[src/rtl/conv_sequencer_if.sv]
// Bus between the convolution sequencer and its operand/result
// memories and the accumulating MAC.
interface conv_sequencer_if #(
   parameter int ADDR_W = 5,
   parameter int DATA_W = 8,
   parameter int Z_W    = 16
);
   logic              start;
   logic [ADDR_W-1:0] len_x;
   logic [ADDR_W-1:0] len_y;
   logic [ADDR_W-1:0] x_addr;
   logic [DATA_W-1:0] x_data;
   logic [ADDR_W-1:0] y_addr;
   logic [DATA_W-1:0] y_data;
   logic [DATA_W-1:0] mac_x;
   logic [DATA_W-1:0] mac_y;
   logic              mac_load;
   logic              mac_clr_n;
   logic [Z_W-1:0]    mac_z;
   logic [ADDR_W:0]   z_addr;
   logic [Z_W-1:0]    z_data;
   logic              z_we;
   logic              busy;
   logic              done;

   modport master (
      input  start, len_x, len_y,
      input  x_data, y_data, mac_z,
      output x_addr, y_addr,
      output mac_x, mac_y,
      output mac_load, mac_clr_n,
      output z_addr, z_data, z_we,
      output busy, done
   );

   modport slave (
      output start, len_x, len_y,
      output x_data, y_data, mac_z,
      input  x_addr, y_addr,
      input  mac_x, mac_y,
      input  mac_load, mac_clr_n,
      input  z_addr, z_data, z_we,
      input  busy, done
   );
endinterface

[src/rtl/conv_sequencer.sv]
// Walks z[n] = sum_k x[k]*y[n-k] over sync-read operand RAMs,
// driving the MAC and writing each finished z[n] to the result RAM.
module conv_sequencer #(
   parameter int ADDR_W = 5,
   parameter int DATA_W = 8,
   parameter int Z_W    = 16
) (
   input logic               clk,
   input logic               rst,
   conv_sequencer_if.master  bus
);
   localparam logic [2:0] S_IDLE  = 3'd0;
   localparam logic [2:0] S_CLEAR = 3'd1;
   localparam logic [2:0] S_ISSUE = 3'd2;
   localparam logic [2:0] S_DRAIN = 3'd3;
   localparam logic [2:0] S_WRITE = 3'd4;
   localparam logic [2:0] S_DONE  = 3'd5;

   logic [2:0]        state;
   logic [ADDR_W-1:0] lx;
   logic [ADDR_W-1:0] ly;
   logic [ADDR_W:0]   n;
   logic [ADDR_W-1:0] kmax;
   logic [ADDR_W-1:0] x_addr_q;
   logic [ADDR_W-1:0] y_addr_q;
   logic              mac_load_q;
   logic              mac_clr_n_q;
   logic              busy_q;
   logic              done_q;

   logic [ADDR_W:0]   n_last;
   logic [ADDR_W-1:0] kmin_w;
   logic [ADDR_W-1:0] kmax_w;
   logic [ADDR_W-1:0] y0_w;

   // True results fit in ADDR_W bits, so modular subtraction is exact.
   always_comb begin
      n_last = {1'b0, lx} + {1'b0, ly};
      kmin_w = '0;
      if (n > {1'b0, ly})
         kmin_w = n[ADDR_W-1:0] - ly;
      kmax_w = lx;
      if (n < {1'b0, lx})
         kmax_w = n[ADDR_W-1:0];
      y0_w = n[ADDR_W-1:0] - kmin_w;
   end

   always_ff @(posedge clk) begin
      if (rst) begin
         state       <= S_IDLE;
         lx          <= '0;
         ly          <= '0;
         n           <= '0;
         kmax        <= '0;
         x_addr_q    <= '0;
         y_addr_q    <= '0;
         mac_load_q  <= 1'b0;
         mac_clr_n_q <= 1'b0;
         busy_q      <= 1'b0;
         done_q      <= 1'b0;
      end else begin
         mac_load_q <= (state == S_ISSUE);
         done_q     <= 1'b0;
         unique case (1'b1)
            (state == S_IDLE): begin
               mac_clr_n_q <= 1'b1;
               if (bus.start) begin
                  lx          <= bus.len_x;
                  ly          <= bus.len_y;
                  n           <= '0;
                  busy_q      <= 1'b1;
                  mac_clr_n_q <= 1'b0;
                  state       <= S_CLEAR;
               end
            end
            (state == S_CLEAR): begin
               mac_clr_n_q <= 1'b1;
               x_addr_q    <= kmin_w;
               y_addr_q    <= y0_w;
               kmax        <= kmax_w;
               state       <= S_ISSUE;
            end
            (state == S_ISSUE): begin
               if (x_addr_q == kmax) begin
                  state <= S_DRAIN;
               end else begin
                  x_addr_q <= x_addr_q + 1'b1;
                  y_addr_q <= y_addr_q - 1'b1;
               end
            end
            (state == S_DRAIN): begin
               state <= S_WRITE;
            end
            (state == S_WRITE): begin
               if (n == n_last) begin
                  busy_q <= 1'b0;
                  done_q <= 1'b1;
                  state  <= S_DONE;
               end else begin
                  n           <= n + 1'b1;
                  mac_clr_n_q <= 1'b0;
                  state       <= S_CLEAR;
               end
            end
            (state == S_DONE): begin
               state <= S_IDLE;
            end
            default: begin
               state <= S_IDLE;
            end
         endcase
      end
   end

   assign bus.x_addr    = x_addr_q;
   assign bus.y_addr    = y_addr_q;
   assign bus.mac_x     = bus.x_data;
   assign bus.mac_y     = bus.y_data;
   assign bus.mac_load  = mac_load_q;
   assign bus.mac_clr_n = mac_clr_n_q;
   assign bus.z_we      = (state == S_WRITE);
   assign bus.z_addr    = n;
   assign bus.z_data    = (state == S_WRITE) ? bus.mac_z : '0;
   assign bus.busy      = busy_q;
   assign bus.done      = done_q;
endmodule
[src/flat_wrapper.sv]
// flat-port wrapper written by rule: the top's interface ports become plain ports
module conv_sequencer_flat 
#(
   parameter int ADDR_W = 5,
   parameter int DATA_W = 8,
   parameter int Z_W    = 16
)
  (clk, rst, bus_start, bus_len_x, bus_len_y, bus_x_data, bus_y_data, bus_mac_z, bus_x_addr, bus_y_addr, bus_mac_x, bus_mac_y, bus_mac_load, bus_mac_clr_n, bus_z_addr, bus_z_data, bus_z_we, bus_busy, bus_done);
  conv_sequencer_if #(.ADDR_W(ADDR_W), .DATA_W(DATA_W), .Z_W(Z_W)) bus_i ();
  input logic clk;
  input logic rst;
  input wire logic [$bits(bus_i.start)-1:0] bus_start;
  input wire logic [$bits(bus_i.len_x)-1:0] bus_len_x;
  input wire logic [$bits(bus_i.len_y)-1:0] bus_len_y;
  input wire logic [$bits(bus_i.x_data)-1:0] bus_x_data;
  input wire logic [$bits(bus_i.y_data)-1:0] bus_y_data;
  input wire logic [$bits(bus_i.mac_z)-1:0] bus_mac_z;
  output wire logic [$bits(bus_i.x_addr)-1:0] bus_x_addr;
  output wire logic [$bits(bus_i.y_addr)-1:0] bus_y_addr;
  output wire logic [$bits(bus_i.mac_x)-1:0] bus_mac_x;
  output wire logic [$bits(bus_i.mac_y)-1:0] bus_mac_y;
  output wire logic [$bits(bus_i.mac_load)-1:0] bus_mac_load;
  output wire logic [$bits(bus_i.mac_clr_n)-1:0] bus_mac_clr_n;
  output wire logic [$bits(bus_i.z_addr)-1:0] bus_z_addr;
  output wire logic [$bits(bus_i.z_data)-1:0] bus_z_data;
  output wire logic [$bits(bus_i.z_we)-1:0] bus_z_we;
  output wire logic [$bits(bus_i.busy)-1:0] bus_busy;
  output wire logic [$bits(bus_i.done)-1:0] bus_done;
  assign bus_i.start = bus_start;
  assign bus_i.len_x = bus_len_x;
  assign bus_i.len_y = bus_len_y;
  assign bus_i.x_data = bus_x_data;
  assign bus_i.y_data = bus_y_data;
  assign bus_i.mac_z = bus_mac_z;
  assign bus_x_addr = bus_i.x_addr;
  assign bus_y_addr = bus_i.y_addr;
  assign bus_mac_x = bus_i.mac_x;
  assign bus_mac_y = bus_i.mac_y;
  assign bus_mac_load = bus_i.mac_load;
  assign bus_mac_clr_n = bus_i.mac_clr_n;
  assign bus_z_addr = bus_i.z_addr;
  assign bus_z_data = bus_i.z_data;
  assign bus_z_we = bus_i.z_we;
  assign bus_busy = bus_i.busy;
  assign bus_done = bus_i.done;
  conv_sequencer #(.ADDR_W(ADDR_W), .DATA_W(DATA_W), .Z_W(Z_W)) u_core (.clk(clk), .rst(rst), .bus(bus_i));
endmodule
[config.mk]
export PLATFORM = sky130hd
export DESIGN_NAME = conv_sequencer_flat
export DESIGN_NICKNAME = d
export VERILOG_FILES = /design/src/rtl/conv_sequencer_if.sv /design/src/rtl/conv_sequencer.sv /design/src/flat_wrapper.sv
export SDC_FILE = /design/constraint.sdc
export NUM_CORES = 1
export LEC_CHECK = 0
export CAP_MARGIN = 20
export CORE_ASPECT_RATIO = 1.2
export CORE_MARGIN = 8
export CORE_UTILIZATION = 55
export CTS_BUF_LIST = sky130_fd_sc_hd__clkbuf_8
export CTS_CLUSTER_SIZE = 28
export DETAILED_ROUTE_END_ITERATION = 10
export DONT_BUFFER_PORTS = 1
export PLACE_DENSITY_LB_ADDON = 0.2
export SLEW_MARGIN = 20
export SYNTH_ARGS = -nofsm -noshare
export SYNTH_HDL_FRONTEND = slang
export SYNTH_SLANG_ARGS = --single-unit
[constraint.sdc]
create_clock -name clk -period 4 [get_ports clk]
set_input_delay 1 -clock clk [delete_from_list [all_inputs] [get_ports clk]]
set_output_delay 1 -clock clk [all_outputs]
set_load 0.01 [all_outputs]
Word-level counts from Yosys, hierarchy flattened
Index checks and enable logic that the tools add are counted.
{"block": "classes", "muxes": 21, "n_reduce_logical": 11, "eq_ne": 11, "addsub": 6, "order_cmp": 2, "bitwise_logic": 1}
{"cell": "5-bit 2-to-1 mux", "n": 4}
{"cell": "5-bit one-hot mux with 2 select lines", "n": 2}
{"cell": "16-bit 2-to-1 mux", "n": 1}
{"cell": "3-bit one-hot mux with 5 select lines", "n": 1}
{"cell": "6-bit 2-to-1 mux", "n": 2}
{"cell": "6-bit one-hot mux with 2 select lines", "n": 1}
{"cell": "5-bit subtractor", "n": 2}
{"cell": "3-bit 2-to-1 mux", "n": 3}
{"cell": "2-bit != test (second input constant)", "n": 4}
{"cell": "2-bit AND reduction", "n": 4}
{"cell": "5-bit by 5-bit adder with 6-bit output", "n": 1}
{"cell": "6-bit by 1-bit adder with 6-bit output (second input constant)", "n": 1}
{"cell": "3-bit by 2-bit equality test with 1-bit output (second input constant)", "n": 2}
{"cell": "6-bit equality test", "n": 1}
{"cell": "6-bit by 5-bit > comparator with 1-bit output", "n": 1}
{"cell": "6-bit by 5-bit less-than comparator with 1-bit output", "n": 1}
{"cell": "3-bit AND reduction", "n": 2}
{"cell": "5-bit by 1-bit adder with 5-bit output (second input constant)", "n": 1}
{"cell": "5-bit equality test", "n": 1}
{"cell": "1-bit 2-to-1 mux", "n": 5}
{"cell": "5-bit by 1-bit subtractor with 5-bit output (second input constant)", "n": 1}
{"cell": "2-bit nonzero test", "n": 2}
{"cell": "3-bit by 1-bit equality test with 1-bit output (second input constant)", "n": 1}
{"cell": "3-bit equality test (second input constant)", "n": 1}
{"cell": "7 further kinds", "n": 7}
{"block": "word_totals", "out_inout_bits": 53, "input_bits": 45, "register_bits": 38, "elab_cells": 63}

Logic depth before layout (Yosys ltp)
Gate-level depths: netlist (run 1).
{"block": "logic_depth", "depth_word": 4, "ltp_mapped": 17, "depth_no_buf": 16}

Worst setup path after synthesis (run 1)
No wires, ideal clock.
{"block": "synth_path", "kind": "register to register", "from": "register u_core.n[0], in the netlist u_core.bus.z_addr[0]", "to": "register u_core.y_addr_q[3], in the netlist u_core.bus.y_addr[3]", "path_stages_with_launch": 18, "path_slack_ps": 780, "path_buffers": 1, "arrival_ps": 3088, "path_cell_list": "dfxtp_1 buf_2 inv_1 ha_1 inv_1 fa_1 a21o_1 a21oi_1 o21a_1 nor2_1 nand2_1 ha_1 or2_1 o32a_1 o41ai_1 mux2i_1 a211oi_1 nor3_1"}
{"block": "synth_between", "elab_chain_cells": 4}
{"item": "start: declaration", "line_no": "conv_sequencer.sv:22", "text": "logic [ADDR_W:0] n;"}
{"item": "start signal: assignment", "line_no": "conv_sequencer.sv:100", "text": "n <= n + 1'b1;"}
{"item": "5-bit subtractor or 6-bit by 5-bit > comparator with 1-bit output (tied branches)", "line_no": "conv_sequencer.sv:41, conv_sequencer.sv:40"}
{"item": "5-bit 2-to-1 mux", "line_no": "conv_sequencer.sv:40", "text": "if (n > {1'b0, ly})"}
{"item": "5-bit subtractor (*)", "line_no": "conv_sequencer.sv:45", "text": "y0_w = n[ADDR_W-1:0] - kmin_w;"}
{"item": "5-bit one-hot mux with 2 select lines (*)", "line_no": "conv_sequencer.sv:64", "text": "unique case (1'b1)"}
{"item": "end signal: assignment", "line_no": "conv_sequencer.sv:79", "text": "y_addr_q <= y0_w;"}
{"item": "end signal: assignment", "line_no": "conv_sequencer.sv:88", "text": "y_addr_q <= y_addr_q - 1'b1;"}
{"item": "end: declaration", "line_no": "conv_sequencer.sv:25", "text": "logic [ADDR_W-1:0] y_addr_q;"}
Every way passes the cells marked *; elsewhere a longest branch is shown, timed or not.
A chain may end at the register's enable or synchronous reset.

Final worst setup path (run 1)
{"block": "layout_path", "from": "register u_core.n[2], in the netlist u_core.bus.z_addr[2]", "to": "register u_core.y_addr_q[3], in the netlist u_core.bus.y_addr[3]"}
Same word-level chain as after synthesis.

==> results of run 1 <==
cells by family (layout without fill, tap and decap cells):
group                      after synthesis  after routing
and+or+nand+nor                        116            116
AOI/OAI and AO/OA                       83             83
buffers and inverters                   51             28
DFF                                     38             38
adders and majority gates               23             23
xor gates and xnor gates                21             21
muxes                                    7              7
layer usage:
layer	GRT usage, %	up-vias	share of wire (%)
met5	0	-	0
met4	8.05	0	2.2
met3	5.47	12	6.1
met2	30.7	68	50
met1	20.4	998	42
li1	-	1112	-
worst register-to-register path: cells and delay by family (launching register included):
family / cells / cell delay [ns]
compound gates: 5 / 0.94
fa+ha+maj: 2 / 0.53
flops: 1 / 0.64
mux: 1 / 0.24
simple gates: 4 / 0.92
cell usage after synthesis (all sizes together) (2+ instances only):
cell type | instances | share of area, %
dfxtp | 38 | 28
nand2 | 36 | 5.0
a21oi | 31 | 5.8
buf | 23 | 5.7
nor2 | 21 | 3.0
ha | 20 | 9.2
and2 | 19 | 4.4
inv | 17 | 2.3
o21ai | 15 | 2.9
a211oi | 12 | 3.3
xnor2 | 11 | 3.5
clkbuf | 10 | 1.4
nor3 | 10 | 1.8
xor2 | 10 | 3.2
mux2i | 7 | 2.6
a21o | 6 | 1.7
nand2b | 6 | 1.4
nand3 | 6 | 1.1
or3 | 6 | 1.6
fa | 3 | 2.2
nand4 | 3 | 1.2
o31ai | 3 | 0.83
or2 | 3 | 0.69
a31oi | 2 | 0.69
and3 | 2 | 0.46
nor3b | 2 | 0.55
o21a | 2 | 0.55
cells in the final DEF, fill, tap and decap left out, drive strengths merged, types with 3 or more instances in the layout:
master,instances
xor2,10
or2,3
nand3,6
inv,17
nor3,10
nor2,21
xnor2,11
and2,19
o31ai,3
a211oi,12
clkbuf,5
a21o,6
o21ai,15
dfxtp,38
nand2,36
a21oi,31
ha,20
nand4,3
fa,3
mux2i,7
or3,6
nand2b,6
stage by stage:
step	area (µm²)	instances	worst slack, ns	hold slack, ns
after detailed placement	2620	368	0.674	0.469
final	2730	376	0.672	0.479
after global placement	2620	368	0.805	0.457
after CTS	2730	376	0.660	0.480
after floorplan	2720	339	0.780	0.454
after global routing	2730	376	0.385	0.496
area by class of cell:
cell class	instances	area, µm²	share of cell area (%)
timing repair buffer	2	15.0	0.550
multi-input combinational	250	1690	62.0
sequential	38	761	27.9
tap	60	75.1	2.75
inverter	18	72.6	2.66
clock buffer	5	68.8	2.52
clock inverter	3	45.0	1.65
flip-flops by register name, indices dropped and copies added (netlist names):
signal	cells
u_core.lx	5
u_core.bus.mac_clr_n	1
u_core.ly	5
u_core.state	3
u_core.bus.busy	1
u_core.bus.z_addr	6
u_core.bus.mac_load	1
u_core.bus.x_addr	5
u_core.bus.y_addr	5
u_core.kmax	5
u_core.bus.done	1
worst min path at each step:
stage	cells past startpoint	from	end	slack, ns
2_1_floorplan	2	u_core.ly[1]	u_core.ly[1]	0.45
3_3_place_gp	2	u_core.ly[3]	u_core.ly[3]	0.46
3_5_place_dp	2	u_core.ly[2]	u_core.ly[2]	0.47
4_1_cts	2	u_core.ly[2]	u_core.ly[2]	0.48
5_1_grt	2	u_core.ly[1]	u_core.ly[1]	0.50
6_report	2	u_core.ly[1]	u_core.ly[1]	0.48
power by group through the flow:
stage	sequential [µW]	clock [µW]	combinational, µW
6_report	625	340	1260
5_1_grt	646	358	1410
4_1_cts	628	347	1260
3_5_place_dp	638	0	1260
3_3_place_gp	634	0	1230
2_1_floorplan	588	0	1100
==> results.py, run 1 <==
metrics = {
    "power_and_ir_drop": {
        "p_int_uw": 1160,
        "power.net_switching_uw": 1060,
        "power_uw": 2220,
        "power_density_nw_per_um2": 814,
        "seqPwrFrac_pct": 28.1,
        "irDropWorstVdd_uv": 387,
        "leakagePower_uw": 0.00108,
        "power_frac_comb_pct": 56.6,
        "p_clk_share_pct": 15.3,
        "sw_frac_of_total_pct": 47.6,
    },
    "worst_setup_path": {
        "endpoint_kind": "register",
        "critPathBufInv": 0,
        "crit_fanout": 10,
        "critical_path.endpoint": "u_core.bus.y_addr[3]",
        "worstPathRequired_ns": 4.24,
        "cpLargestDelayFamily": "compound AO/OA/AOI/OAI gates",
        "rr_startpoint": "u_core.bus.z_addr[2]",
        "r2r_slack_ns": 0.67,
        "r2r-end": "u_core.bus.y_addr[3]",
        "critPathLaunch": "u_core.bus.z_addr[2]",
        "ff2ff_path_depth": 12,
        "cpPeakStageDelay_ns": 0.64,
        "crit_chain": "ha_1 -> a21o_1 -> a21oi_1 -> o21a_1 -> nor2_1 -> nand2_1 -> ha_1 -> or2_1 -> o41ai_1 -> mux2i_1 -> a211oi_1 -> nor3_1",
        "arrival_ns": 3.57,
        "cpMostUsedCell": "ha_1",
        "cp-start-kind": "register",
        "critPathKind": "register to register",
        "slowest_stage": "dfxtp_1",
        "worst-path-stages": 12,
    },
    "detailed_routing": {
        "post_drt_wl_per_cell_um": 17.7,
        "firstDrtPassIters": 4,
        "final_antenna_net_count": 0,
        "drt-vias-per-instance": 5.82,
        "drcViolationCount": 0,
        "vias": 2190,
        "first_iter_violations": 122,
        "totalWireLength_um": 6650,
    },
    "clock_network": {
        "ctsLongestPathBuffers": 2,
        "cts.htree.levels": 2,
        "clk_latency_ns": 0.30,
        "cts.sinks": 38,
        "cts_inserted_buffers": 5,
        "tritoncts": "done",
        "cts_root_buf": "clkbuf_8",
        "cts_hold_buf": 0,
        "cts_setup_buffers": 0,
        "cts_resized": 0,
        "clkTransAtPathRegs_ns": 0.09,
    },
    "placement": {
        "portBuffers": 0,
        "dp_hpwl_um": 5020,
        "finalWeightedCongestion": 0.899,
    },
    "logic_synthesis": {
        "muxShareOfSynthArea_pct": 2.58,
        "syn_area_um2": 2720,
        "synth_adder_area_share_pct": 11.4,
        "synth_xor_area_share_pct": 6.76,
        "synth.distinct_cells": 52,
        "synth_simple_gate_area_share_pct": 21.8,
        "synth_edf_count": 0,
        "synth_ff_type": "dfxtp_1",
        "syn-num-nets": 407,
        "synthArstFlopShare_pct": 0,
        "synthCells": 339,
        "synth_compound_area_share_pct": 19.7,
        "synth_seq_area_share_pct": 28.0,
        "ys_seq_elements": 38,
        "synth_top_family_by_area": "simple AND/OR/NAND/NOR gates",
        "synth.avg_cell_area_um2": 8.02,
        "synth_warnings": 0,
    },
    "final_layout": {
        "diodes": 0,
        "drive_gt1_share_pct": 5.70,
        "fin_util_pct": 56.5,
        "nets": 383,
        "area.growth.synth_to_final_pct": 0.414,
        "nFillCells": 469,
    },
    "floorplan": {
        "die_w_um": 80.2,
        "die_area_um2": 7460,
        "rows": 28,
        "dieHeight_um": 93.0,
        "core_um2": 4830,
        "io-pin-count": 98,
        "start_util_pct": 56.2,
    },
    "timing": {
        "timing.fmax_mhz": 301,
        "setup_viol": 0,
        "tightest_slew_ns": 0.509,
        "final_max_slew_viol_count": 0,
        "timing.final.crit_share_pct": 83.2,
        "rsz0062_at_grt": "false",
        "min_period_ns": 3.33,
        "clock_skew_ns": 0.00980,
        "slew_headroom_pct": 66.0,
        "final.setup.tns_ns": 0,
        "hold_viol": 0,
    },
    "global_route": {
        "grt_pass1_vias": 2172,
        "grt-ovfl-total": 0,
        "grt_start_max_net_pins": 36,
        "antenna_found_initial": 0,
        "grt_first_pass_wirelength_um": 10900,
        "grt_usage_pct": 18.2,
    },
    "outcome": {
        "status": "finished clean",
    },
    "job": {
        "cap_viol_max_count": 0,
    },
    "min_path": {
        "hp-class": "register to register",
    },
}
Power figures use the tool's default switching activity.
==> inputs of run 2 (changes only) <==
==> constraint.sdc (replaced) <==
create_clock -name clk -period 3.4 [get_ports clk]
set_input_delay 0.85 -clock clk [delete_from_list [all_inputs] [get_ports clk]]
set_output_delay 0.85 -clock clk [all_outputs]
set_load 0.01 [all_outputs]
==> run 2 against run 1 <==
Net effect:
- register-to-register slack worse by 0.29 ns
- total power is 21% higher
- clock power up 39%
- setup slack worse by 0.29 ns
- clock-buffer cell count did not move
==> results.py, run 2 (same netlist as run 1, synthesis figures left out) <==
metrics = {
    "final_layout": {
        "nFillCells": 445,
        "nets": 387,
        "area.sequential_um2": 761,
        "fin_util_pct": 57.6,
        "final_cell_mix": "38 x dfxtp_1, 36 x nand2_1, 30 x a21oi_1",
        "design_area_um2": 2780,
        "fin_cells": 380,
        "diodes": 0,
        "largest_register_ffs": 6,
        "area.growth.synth_to_final_pct": 2.39,
        "multiInputGateArea_um2": 1690,
        "mostFrequentLayoutCell": "dfxtp_1",
        "drive_gt1_share_pct": 6.88,
    },
    "timing": {
        "timing.final.crit_share_pct": 88.6,
        "clock_skew_ns": 0.00987,
        "final_max_slew_viol_count": 0,
        "hold_viol": 0,
        "tightest_slew_ns": 0.501,
        "final.setup.tns_ns": 0,
        "slew_headroom_pct": 66.6,
        "rsz0062_at_grt": "false",
        "timing.fmax_mhz": 332,
        "min_period_ns": 3.01,
        "setup_viol": 0,
    },
    "worst_setup_path": {
        "cp-start-kind": "register",
        "arrival_ns": 3.23,
        "endpoint_kind": "register",
        "ff2ff_path_depth": 14,
        "r2r-end": "u_core.bus.y_addr[4]",
        "crit_fanout": 5,
        "rr_startpoint": "u_core.ly[0]",
        "worstPathRequired_ns": 3.61,
        "critPathKind": "register to register",
        "r2r_slack_ns": 0.39,
    },
    "floorplan": {
        "die_w_um": 80.2,
        "core_um2": 4830,
        "rows": 28,
        "start_util_pct": 56.2,
        "io-pin-count": 98,
        "dieHeight_um": 93.0,
        "die_area_um2": 7460,
    },
    "placement": {
        "place_area_um2": 2650,
        "finalWeightedCongestion": 0.895,
        "portBuffers": 0,
        "dp_hpwl_um": 5000,
        "dp.cells": 372,
    },
    "power_and_ir_drop": {
        "p_int_uw": 1460,
        "power.net_switching_uw": 1240,
        "p_clk_share_pct": 17.5,
        "power_density_nw_per_um2": 969,
        "power_frac_comb_pct": 55.1,
        "irDropWorstVdd_uv": 428,
        "sw_frac_of_total_pct": 45.8,
        "leakagePower_uw": 0.00112,
        "seqPwrFrac_pct": 27.3,
    },
    "detailed_routing": {
        "post_drt_wl_per_cell_um": 17.2,
        "drt-vias-per-instance": 5.88,
        "first_iter_violations": 162,
        "final_antenna_net_count": 0,
        "vias": 2233,
        "drcViolationCount": 0,
        "totalWireLength_um": 6530,
        "firstDrtPassIters": 4,
    },
    "clock_network": {
        "clk_latency_ns": 0.30,
        "cts.sinks": 38,
        "tritoncts": "done",
        "clkTransAtPathRegs_ns": 0.08,
        "cts_setup_buffers": 0,
        "cts.htree.levels": 2,
        "cts_inserted_buffers": 5,
        "cts_resized": 0,
        "cts_root_buf": "clkbuf_8",
        "cts_hold_buf": 0,
        "ctsLongestPathBuffers": 2,
    },
    "job": {
        "cap_viol_max_count": 0,
    },
    "min_path": {
        "hp-class": "register to register",
        "min_to": "u_core.ly[1]",
        "worstHoldStart": "u_core.ly[1]",
        "hold_depth": 2,
    },
    "global_route": {
        "grt_pass1_vias": 2173,
        "antenna_found_initial": 0,
        "use_met2_pct": 30.7,
        "gr-usage-met3_pct": 5.09,
        "grt_first_pass_wirelength_um": 10500,
        "grt_usage_pct": 17.5,
        "met1_usage_pct": 18.9,
        "grt-ovfl-total": 0,
        "grt_busiest_layer": "met2",
        "grt_start_max_net_pins": 36,
    },
    "outcome": {
        "status": "finished clean",
    },
}
-- run 2: cell types whose count changed in the layout (fill, tap and decap cells not counted) --
cell / before / now
bufinv_16: 1 / 2
clkinv_4: 1 / 2
clkinvlp_4: 2 / 0
buf_4: 2 / 6
-- run 2: power groups by stage --
stage / sequential, µW / clock, µW / combinational (µW)
after global routing: 758 / 496 / 1640
after CTS: 741 / 478 / 1490
after detailed placement: 751 / 0 / 1480
final: 738 / 473 / 1490
after global placement: 746 / 0 / 1460
after floorplan: 692 / 0 / 1290
-- run 2: worst max-delay path by stage --
stage | end | slack, ns | start | cells past startpoint
after floorplan | u_core.bus.y_addr[3] | 0.18 | u_core.bus.z_addr[0] | 17
after global placement | u_core.bus.y_addr[4] | 0.49 | u_core.ly[0] | 14
after detailed placement | u_core.bus.y_addr[4] | 0.43 | u_core.ly[0] | 14
after CTS | u_core.bus.y_addr[4] | 0.40 | u_core.ly[0] | 14
after global routing | u_core.bus.y_addr[3] | 0.10 | u_core.ly[0] | 14
final | u_core.bus.y_addr[4] | 0.39 | u_core.ly[0] | 14
-- run 2: through the flow --
stage          hold slack, ns  total power (µW)  setup WS (ns)
2_1_floorplan           0.454              1990          0.180
3_3_place_gp            0.464              2200          0.492
3_5_place_dp            0.468              2230          0.430
4_1_cts                 0.480              2710          0.396
5_1_grt                 0.496              2900          0.101
6_report                0.479              2700          0.386
-- run 2: worst max-delay path: stages (launching register included) --
cell and delay, ns:
dfxtp_1 0.40, ha_1 0.17, inv_1 0.06, fa_1 0.39, a21o_1 0.17, a21oi_1 0.29
o21a_1 0.23, nor2_1 0.08, nand2_1 0.08, ha_1 0.26, a21o_1 0.17, a21oi_1 0.17
xor2_1 0.18, xnor2_1 0.08, o31ai_1 0.20
-- run 2: layer usage --
layer / routed length (µm) / vias up
met2: 3410 / 63
met5: 0 / -
li1: - / 1116
met4: 66 / 0
met3: 351 / 8
met1: 2700 / 1046
-- run 2: cell type report --
| cell class | count | area share [%] |
|---|---|---|
| inverters | 18 | 2.61 |
| flip-flops and latches | 38 | 27.3 |
| multi-input cells | 250 | 60.8 |
| clock inverters | 3 | 2.47 |
| clock buffers | 5 | 2.47 |
| repair buffers | 6 | 1.62 |
| well taps | 60 | 2.70 |
